$ cat config.mk
export PLATFORM = sky130hd
export DESIGN_NAME = alu_mul_seq
export DESIGN_NICKNAME = d
export VERILOG_FILES = /design/src/rtl/alu_mul_seq_pkg.sv /design/src/rtl/alu_mul_seq_alu.sv /design/src/rtl/alu_mul_seq.sv
export SDC_FILE = /design/constraint.sdc
export NUM_CORES = 1
export LEC_CHECK = 0
export ABC_AREA = 1
export CAP_MARGIN = 0
export CORE_MARGIN = 4
export CORE_UTILIZATION = 40
export CTS_CLUSTER_SIZE = 40
export DETAILED_ROUTE_END_ITERATION = 7
export MAX_ROUTING_LAYER = met4
export PLACE_DENSITY_LB_ADDON = 0.05
export SYNTH_ARGS = -nofsm -noshare
export SYNTH_HDL_FRONTEND = slang
export SYNTH_SLANG_ARGS = --single-unit
$ cat constraint.sdc
create_clock -name clk -period 4.85 [get_ports clk]
set_input_delay 0.485 -clock clk [delete_from_list [all_inputs] [get_ports clk]]
set_output_delay 0.485 -clock clk [all_outputs]
set_load 0.005 [all_outputs]
$ cat src/rtl/alu_mul_seq_pkg.sv
// Shared definitions for the sequential shift-and-add multiplier and its Alu.
package alu_mul_seq_pkg;

  localparam int ALU_W = 32;

  localparam logic [1:0] ALU_AND = 2'b00;
  localparam logic [1:0] ALU_OR  = 2'b01;
  localparam logic [1:0] ALU_ADD = 2'b10;
  localparam logic [1:0] ALU_SUB = 2'b11;

  typedef enum logic [1:0] {
    ST_IDLE = 2'd0,
    ST_RUN  = 2'd1,
    ST_DONE = 2'd2
  } state_t;

endpackage

$ cat src/rtl/alu_mul_seq_alu.sv
// The lab's 32-bit Alu: AND / OR / ADD / SUB with carry-out, signed overflow and zero flags.
module alu_mul_seq_alu
  import alu_mul_seq_pkg::*;
(
  input  logic [1:0]       alu_ctl,
  input  logic [ALU_W-1:0] a,
  input  logic [ALU_W-1:0] b,
  output logic [ALU_W-1:0] r,
  output logic             cout,
  output logic             overflow,
  output logic             zero
);

  logic [ALU_W:0] sum;

  always_comb begin
    sum      = '0;
    r        = '0;
    cout     = 1'b0;
    overflow = 1'b0;
    case (alu_ctl)
      ALU_AND: r = a & b;
      ALU_OR:  r = a | b;
      ALU_ADD: begin
        sum      = {1'b0, a} + {1'b0, b};
        r        = sum[ALU_W-1:0];
        cout     = sum[ALU_W];
        overflow = (a[ALU_W-1] == b[ALU_W-1]) && (r[ALU_W-1] != a[ALU_W-1]);
      end
      default: begin
        // Subtract as a + ~b + 1 so cout reads as "no borrow".
        sum      = {1'b0, a} + {1'b0, ~b} + {{ALU_W{1'b0}}, 1'b1};
        r        = sum[ALU_W-1:0];
        cout     = sum[ALU_W];
        overflow = (a[ALU_W-1] != b[ALU_W-1]) && (r[ALU_W-1] != a[ALU_W-1]);
      end
    endcase
  end

  assign zero = (r == '0);

endmodule

$ cat src/rtl/alu_mul_seq.sv
// Unsigned WIDTH x WIDTH -> 2*WIDTH multiplier: 32 shift-and-add iterations through one Alu adder.
module alu_mul_seq
  import alu_mul_seq_pkg::*;
#(
  parameter int WIDTH = 32,
  parameter int CNT_W = 6
) (
  input  logic               clk,
  input  logic               rst,
  input  logic               start,
  input  logic [WIDTH-1:0]   a,
  input  logic [WIDTH-1:0]   b,
  output logic               busy,
  output logic               done,
  output logic [2*WIDTH-1:0] product,
  output logic               zero
);

  state_t             state;
  logic [WIDTH-1:0]   mcand;
  logic [WIDTH-1:0]   hi;
  logic [WIDTH-1:0]   lo;
  logic [CNT_W-1:0]   cnt;

  logic [WIDTH-1:0]   alu_b;
  logic [WIDTH-1:0]   alu_r;
  logic               alu_cout;
  logic               alu_ovf_unused;
  logic               alu_zero_unused;
  logic [2*WIDTH-1:0] acc_next;

  assign alu_b = lo[0] ? mcand : '0;

  alu_mul_seq_alu u_alu (
    .alu_ctl  (ALU_ADD),
    .a        (hi),
    .b        (alu_b),
    .r        (alu_r),
    .cout     (alu_cout),
    .overflow (alu_ovf_unused),
    .zero     (alu_zero_unused)
  );

  // Carry-out becomes the new top bit, so the partial sum never loses a bit.
  assign acc_next = {alu_cout, alu_r, lo[WIDTH-1:1]};

  always_ff @(posedge clk) begin
    if (rst) begin
      state   <= ST_IDLE;
      busy    <= 1'b0;
      done    <= 1'b0;
      product <= '0;
      zero    <= 1'b0;
      mcand   <= '0;
      hi      <= '0;
      lo      <= '0;
      cnt     <= '0;
    end else begin
      case (state)
        ST_RUN: begin
          {hi, lo} <= acc_next;
          cnt      <= cnt + 1'b1;
          if (cnt == CNT_W'(WIDTH - 1)) begin
            state   <= ST_DONE;
            busy    <= 1'b0;
            done    <= 1'b1;
            product <= acc_next;
            zero    <= (acc_next == '0);
          end
        end
        ST_DONE: begin
          done <= 1'b0;
          if (start) begin
            mcand <= a;
            hi    <= '0;
            lo    <= b;
            cnt   <= '0;
            busy  <= 1'b1;
            state <= ST_RUN;
          end else begin
            state <= ST_IDLE;
          end
        end
        default: begin
          done <= 1'b0;
          if (start) begin
            mcand <= a;
            hi    <= '0;
            lo    <= b;
            cnt   <= '0;
            busy  <= 1'b1;
            state <= ST_RUN;
          end else begin
            busy  <= 1'b0;
            state <= ST_IDLE;
          end
        end
      endcase
    end
  end

endmodule

==> impl_metrics.csv <==
group,metric,value,unit
run_status,outcome,"completed",
power_and_ir_drop,power_leakage,5.72,nW
routing,vias,9127,
floorplan,row_count,55,
logic_synthesis,ys.warnings.count,0,
finish,fin_cells,1900,
worst_setup_path,critPathCaptureType,"flip-flop",
floorplan,ioPinCount,134,
sta,setup_violations,0,
clocking,cts-resized-gates,0,
power_and_ir_drop,sw_frac_of_total,0.285,
sta,hold_viol,0,
power_and_ir_drop,internal-power,0.00226,W
global_routing,antenna_found_initial,0,
clocking,clkSlewWorstSetupHoldPaths,80,ps
routing,postRouteAntennaNets,0,
clocking,h-tree-depth,4,
worst_setup_path,critPathLaunchType,"flip-flop",
routing,avgRoutedWirePerCell,15.1,um
placed_design,place_inst,1868,
sta,maxSlewHeadroom,0.289,
placed_design,dp_hpwl,21100,um
global_routing,grt_remaining_overflow,0,
logic_synthesis,synth.distinct_cells,35,
finish,nNetsFinal,1677,
routing,drt_iter0_drc,636,
placed_design,gp_congestion,0.923,
floorplan,core_area,0.0228,mm^2
global_routing,track_usage,0.229,
power_and_ir_drop,p_switching,0.000900,W
finish,multi_input_area,0.00471,mm^2
sta,finClkSkew,17.2,ps
clocking,numCtsBuffers,17,
finish,drive_above_1_share,0.0466,
power_and_ir_drop,clock_power_share,0.444,
finish,seq_area,0.00342,mm^2
floorplan,fp.dieW,161,um
logic_synthesis,synth.avg_cell_area,6.37,um^2
sta,rsz0062_at_grt,"no",
clocking,root_buffer,"clkbuf_16",
sta,worstMarginPinSlew,1070,ps
sta,tns,0,ps
sta,fmax,0.317,GHz
logic_synthesis,synth_cells,1469,
hold_path,hp-class,"reg -> reg",
finish,fillers,2438,
global_routing,grt_max_degree,67,
clocking,worstSkewPairLatency,430,ps
worst_setup_path,arrival,3520,ps
power_and_ir_drop,power_frac_comb,0.089,
worst_setup_path,critPathKind,"reg -> reg",
power_and_ir_drop,seqPwrFrac,0.467,
floorplan,die_h,161,um
finish,syn2layout_area_growth,23.4,%
logic_synthesis,synth_top_flop_cell,"dfxtp_1",
routing,vias_per_cell,4.80,
logic_synthesis,ys_seq_elements,171,
global_routing,grt_pass1_vias,8706,
logic_synthesis,async_flop_share,0,
sta,maxSlewViolCount,0,
global_routing,grt_pass1_wl,46600,um
floorplan,start_util,0.410,
worst_setup_path,crit_required,5210,ps
routing,drc_errors,0,
power_and_ir_drop,p_per_area,274,mW/mm^2
routing,drt_pass1_iterations,5,
logic_synthesis,yosysSeqAreaShare,0.366,
clocking,clock-sinks,171,
routing,wl,28700,um
sta,finalCritPeriodShare,0.651,
worst_setup_path,path_max_fanout,18,
logic_synthesis,synth_edf_count,0,
sta,period_minus_slack,3160,ps
logic_synthesis,syn-cell-area,0.00936,mm^2
power_and_ir_drop,ir_drop,0.000154,V
clocking,cts_tree,"yes",
finish,num_antenna_cells,0,
logic_synthesis,synth_nets,1572,
placed_design,port_buffers,133,
flow_run,max_cap_violations,0,
clocking,clockBufferDepth,2,
floorplan,dieArea,0.0259,mm^2
clocking,cts.hold.buffers_added,0,
clocking,post_cts_buffers,0,
## worst paths after layout
path / start / to / slack, ps / cells after the start
max: lo[0] / zero / 1690 / 18
min: product[31] / product[31] / 460 / 2
max reg2reg: lo[0] / zero / 1690 / 18
min reg2reg: product[31] / product[31] / 460 / 2
## cells in the final DEF (no fill, tap or decap), types with 6 or more instances in the layout
| cell type | netlist | layout |
|---|---|---|
| a211oi_1 | 27 | 27 |
| o221ai_1 | 13 | 13 |
| nand2_1 | 434 | 434 |
| clkbuf_16 | 0 | 17 |
| buf_4 | 0 | 10 |
| clkdlybuf4s50_1 | 0 | 132 |
| dfxtp_1 | 171 | 171 |
| nor3_1 | 8 | 8 |
| o21ai_0 | 74 | 74 |
| ha_1 | 35 | 35 |
| nand3_1 | 85 | 85 |
| o211ai_1 | 25 | 25 |
| nand2_2 | 10 | 10 |
| inv_1 | 265 | 265 |
| a21oi_1 | 35 | 35 |
| nor2_1 | 178 | 176 |
| a32o_1 | 6 | 6 |
| nand4_1 | 10 | 10 |
## routing by layer
layer	vias to the layer above	wire [um]	part of all wire	track usage
met3	13	1640	0.057	0.0518
met5	-	0	0	-
met4	0	198	0.0069	0.0372
li1	4779	-	-	-
met1	4152	14000	0.49	0.311
met2	183	12900	0.45	0.356
## logic make-up after synthesis
family,count (synthesis),synth area share
buffers and inverters,329,0.133
AND/OR/NAND/NOR,743,0.325
adder cells (fa/ha/maj),36,0.0489
flip-flops,171,0.366
AO/OA/AOI/OAI,186,0.124
XOR/XNOR,4,0.00375
## flip-flops by register name, indices dropped and copies added (netlist names)
register	cells
zero	1
mcand	32
cnt	6
busy	1
hi	32
done	1
product	64
state	2
lo	32
## synth_stat cells (13+ instances only)
cell / count / share of area
nand2_1: 434 / 0.17
inv_1: 265 / 0.11
nor2_1: 178 / 0.071
dfxtp_1: 171 / 0.37
nand3_1: 85 / 0.045
o21ai_0: 74 / 0.040
clkbuf_1: 46 / 0.018
a21oi_1: 35 / 0.019
ha_1: 35 / 0.047
a211oi_1: 27 / 0.022
o211ai_1: 25 / 0.020
o221ai_1: 13 / 0.012
## metrics by stage
stage	area, um^2	hold slack (ps)	util	worst slack [ps]	total power, W
final	11500	463	0.505	1690	0.00316
after CTS	11500	466	0.505	1640	0.00319
after global routing	11500	497	0.505	1400	0.00329
after floorplan	9360	444	-	2520	0.00166
after detailed placement	10900	455	0.479	1670	0.00179
after global placement	10900	450	0.479	1760	0.00179
## layout make-up
type                            count  share of cell area
Multi-Input combinational cell    969               0.408
Sequential cell                   171               0.297
Timing Repair Buffer              143               0.121
Inverter                          272              0.0885
Clock buffer                       18              0.0372
Tap cell                          313              0.0339
Clock inverter                     14              0.0147
## power by group through the flow
| stage | Combinational, W | Sequential (W) | Clock, W |
|---|---|---|---|
| 5_1_grt | 0.000320 | 0.00148 | 0.00149 |
| 3_5_place_dp | 0.000286 | 0.00151 | 0 |
| 3_3_place_gp | 0.000285 | 0.00151 | 0 |
| 2_1_floorplan | 0.000168 | 0.00150 | 0 |
| 6_report | 0.000283 | 0.00147 | 0.00140 |
| 4_1_cts | 0.000287 | 0.00148 | 0.00143 |
## critical path: stages, from the launching register on
cell and delay (ps):
dfxtp_1 720, buf_4 350, nand2_1 80, inv_1 60
ha_1 190, fa_1 480, nor2_1 110, nand2_1 60
nor2_1 100, nand2_1 50, nor2_1 90, nand3_1 80
nor2_1 150, nand3_1 90, nor2_1 90, nand3_1 90
nor2_1 90, nand2_1 80, a21oi_2 120
No activity file was read; power rests on OpenSTA's default activity.
==> patch 1, RTL diff (same flow settings) <==
Add an input register stage for `a`; this delays it by one clock. The other inputs are not delayed to match.
--- a/src/rtl/alu_mul_seq.sv
+++ b/src/rtl/alu_mul_seq.sv
@@ -15,6 +15,12 @@
   output logic [2*WIDTH-1:0] product,
   output logic               zero
 );
+
+  logic [WIDTH-1:0] a_q;
+
+  always_ff @(posedge clk) begin
+    a_q <= a;
+  end
 
   state_t             state;
   logic [WIDTH-1:0]   mcand;
@@ -71,7 +77,7 @@
         ST_DONE: begin
           done <= 1'b0;
           if (start) begin
-            mcand <= a;
+            mcand <= a_q;
             hi    <= '0;
             lo    <= b;
             cnt   <= '0;
@@ -84,7 +90,7 @@
         default: begin
           done <= 1'b0;
           if (start) begin
-            mcand <= a;
+            mcand <= a_q;
             hi    <= '0;
             lo    <= b;
             cnt   <= '0;
Check against the original RTL: no difference found for any inputs over 10 cycles, from zero or initial values and one cycle with rst high; that may be too few to reach the edited logic, so the function may still have changed.
==> patch 1 against the original RTL <==
  * Worst setup slack better by 0.093 ns
  * Sequential cell count up 32
  * Synthesized area up 6.3%
  * Final area up 6.8%
  * Routed wire length down 0.43%
  * Synthesized cell count up 1.2%
  * Critical path depth down 4
  * Worst hold slack worse by 0.064 ns
  * Largest cell class unchanged
  * Total power up 20%
  * Highest routed layer unchanged
  * Die area up 6.0%
  * Fmax up 3.0%
==> patch 1: results (changes against the original RTL) <==
slowest stage delay, CP -> 0.82 ns (+0.10 ns)
CP max-delay cell -> ha_1
Post-Synth Adder-Cell Area -> 0.0460 (-0.00291)
largest cells by area after synthesis -> dfxtp_1, nand2_1, inv_1, nor2_1, ha_1
Worst-path clk slew -> 0.06 ns (-0.02 ns)
first-pass GRT wire length -> 47.5 mm (+1.9%)
layout cell share with drive strength beyond 1 -> 0.0429 (-0.00377)
DR iter-0 viols -> 494 (-22%)
Crit path arrival time -> 3.53 ns (about the same)
top cells by count, synth -> nand2_1, inv_1, dfxtp_1
Peak supply drop -> 235 uV (+53%)
Seq/Total Area, Yosys -> 0.409 (+0.0426)
clk_skew -> 0.0131 ns (-0.00417 ns)
WHS -> 0.398 ns (-0.0642 ns)
nets@finish -> 1698 (+1.3%)
CP Depth -> 14 (-4)
CTS H-tree depth -> 1 (-3)
Worst Hold End -> a_q[9]
vias in the first global route -> 9182 (+5.5%)
CP startpoint -> state[1]
Vias -> 9325 (+2.2%)
Total GRT Usage -> 0.211 (-0.0174)
wire per inst -> 14.8 um (-2.2%)
Hold Startpoint -> a[9]
Clock Latency Late Sink -> 0.53 ns (+0.10 ns)
Critical Path Fanout Max -> 23 (+5)
flop-to-flop setup slack -> 1.78 ns (+0.09 ns)
outcome -> completed
XOR/XNOR Fraction of Synth Area -> 0.00176 (-0.00198)
[patch 1: cell count changes after synthesis, sizes merged, moves of 5 or more]
cell	change
dfxtp	+32
nor2	-10
inv	-7
nand2	-7
clkbuf	+6
nand3b	+6
a32o	-5
buf	-5
nor3	-5
o211ai	+5
[patch 1: layer usage]
metal / routed length, um / vias up / track usage
met5: 0 / - / -
met4: 842 / 0 / 0.0574
met3: 1170 / 53 / 0.0274
met2: 12700 / 198 / 0.338
met1: 13900 / 4191 / 0.283
li1: - / 4883 / -
[patch 1: through the flow]
| step | cell area, sq um | cells |
|---|---|---|
| after floorplan | 9950 | 1486 |
| after global placement | 11600 | 1893 |
| after detailed placement | 11600 | 1893 |
| after CTS | 12300 | 1934 |
| after global routing | 12300 | 1934 |
| final | 12300 | 1934 |
[patch 1: cell type report]
class	instances	area [sq um]
Fill cell	2564	12100
Multi-Input combinational cell	960	4680
Sequential cell	203	4060
Timing Repair Buffer	141	1400
Inverter	265	996
Clock buffer	32	661
Tap cell	324	405
Clock inverter	9	110
==> patch 2, RTL diff (config.mk and constraints unchanged) <==
Made on the original files. Set the parameter `CNT_W` to 12 (it was 6).
--- a/src/rtl/alu_mul_seq.sv
+++ b/src/rtl/alu_mul_seq.sv
@@ -3,7 +3,7 @@
   import alu_mul_seq_pkg::*;
 #(
   parameter int WIDTH = 32,
-  parameter int CNT_W = 6
+  parameter int CNT_W = 12
 ) (
   input  logic               clk,
   input  logic               rst,
Function: no difference found for any inputs over 10 cycles, from zero or initial values and one cycle with rst high; that may be too few to reach the edited logic, so the function may still have changed.
==> patch 2 against the original RTL <==
  * Synthesized area grew 3.6%
  * Worst setup slack worse by 0.19 ns
  * Critical path depth up 1
  * Synthesized cell count grew 4.6%
  * Die area grew 3.4%
  * Routed wire length increased by 5.4%
  * Final area up 2.9%
  * Sequential cell count is 6 higher
  * Total power rose by 1.2%
==> patch 2: results (changes against the original RTL) <==
outcome -> completed
clk tree area frac -> 0.0501 (-0.00177)
Core Box Area -> 23700 sq um (+3.7%)
DR iter-0 viols -> 649 (+2.0%)
syn avg cell area -> 6.31 sq um (-0.99%)
sequential fraction of total cell area -> 0.298 (+0.00184)
buffer share of cell area -> 0.118 (-0.00339)
WHS -> 0.466 ns (+0.00384 ns)
Final period util -> 0.691 (+0.0398)
XOR/XNOR Fraction of Synth Area -> 0.00452 (+0.000774)
Post-Synth Adder-Cell Area -> 0.0472 (-0.00170)
Synthesized Nets -> 1640 (+4.3%)
first-pass GRT wire length -> 48.5 mm (+4.1%)
Leak -> 5.83 nW (+1.9%)
layout cell share with drive strength beyond 1 -> 0.0521 (+0.00543)
Reg area -> 3540 sq um (+3.5%)
Fillers -> 2508 (+2.9%)
Pwr Density -> 269 nW/um^2 (-1.6%)
post-synthesis compound-gate area fraction -> 0.115 (-0.00894)
Crit path arrival time -> 3.72 ns (+0.20 ns)
multi-input gates -> 1046 (+7.9%)
Non-clock inverters -> 254 (-6.6%)
Seq/Total Area, Yosys -> 0.366 (about the same)
largest cells by area after synthesis -> dfxtp_1, nand2_1, inv_1, nor2_1, ha_1
Vias -> 9563 (+4.8%)
Seq Cell Count -> 177 (+3.5%)
Non-Filler Instances -> 1971 (+3.7%)
switching share of power -> 0.281 (-0.00407)
Place WS -> 1.60 ns (-0.0768 ns)
HPWL Detailed -> 22.5 mm (+6.5%)
nets@finish -> 1742 (+3.9%)
1st-pass router iterations -> 5 (unchanged)
slowest stage delay, CP -> 0.79 ns (+0.07 ns)
wire per inst -> 15.4 um (+1.6%)
Total GRT Usage -> 0.236 (+0.00708)
met2 wire length -> 13.5 mm (+4.8%)
largest net degree at the start of global routing -> 78 (+16%)
Post-DP Area -> 11300 sq um (+3.1%)
top cells by count, synth -> nand2_1, inv_1, dfxtp_1, nor2_1, nand3_1
Slew @ Worst Pin -> 1.23 ns (+0.161 ns)
Peak supply drop -> 229 uV (+49%)
Yosys warnings -> 0 (unchanged)
DRT met1 WL -> 14.5 mm (+4.1%)
clk_skew -> 0.0168 ns (-0.000405 ns)
met3 routed WL -> 1.48 mm (-9.3%)
vias in the first global route -> 9132 (+4.9%)
M2 GR Usage -> 0.363 (+0.00654)
reg2reg path depth -> 19 (+1)
GR met1 Demand/Resource -> 0.320 (+0.00955)
## patch 2: cell types whose count changed after synthesis, moves of 3 or more
cell      delta
a32o_1       +5
o211ai_1     -5
nor3_1       -3
nor4_1       +3
o221ai_1    -10
buf_2        -4
nand2_1     +65
a21oi_1     +28
dfxtp_1      +6
clkbuf_1     +5
inv_1       -19
a211oi_1    -22
## patch 2: power groups by stage
stage	logic [W]	registers, W	clock network [W]
finish	0.000283	0.00153	0.00139
global route	0.000319	0.00153	0.00148
floorplan	0.000167	0.00155	0
detailed placement	0.000285	0.00156	0
CTS	0.000286	0.00153	0.00142
global placement	0.000283	0.00156	0
## patch 2: how the worst min path moves through the flow
stage / startpoint / endpoint / cells past startpoint
2_1_floorplan: lo[2] / product[1] / 2
3_3_place_gp: product[26] / product[26] / 2
3_5_place_dp: product[27] / product[27] / 2
4_1_cts: product[27] / product[27] / 2
5_1_grt: product[10] / product[10] / 2
6_report: product[28] / product[28] / 2
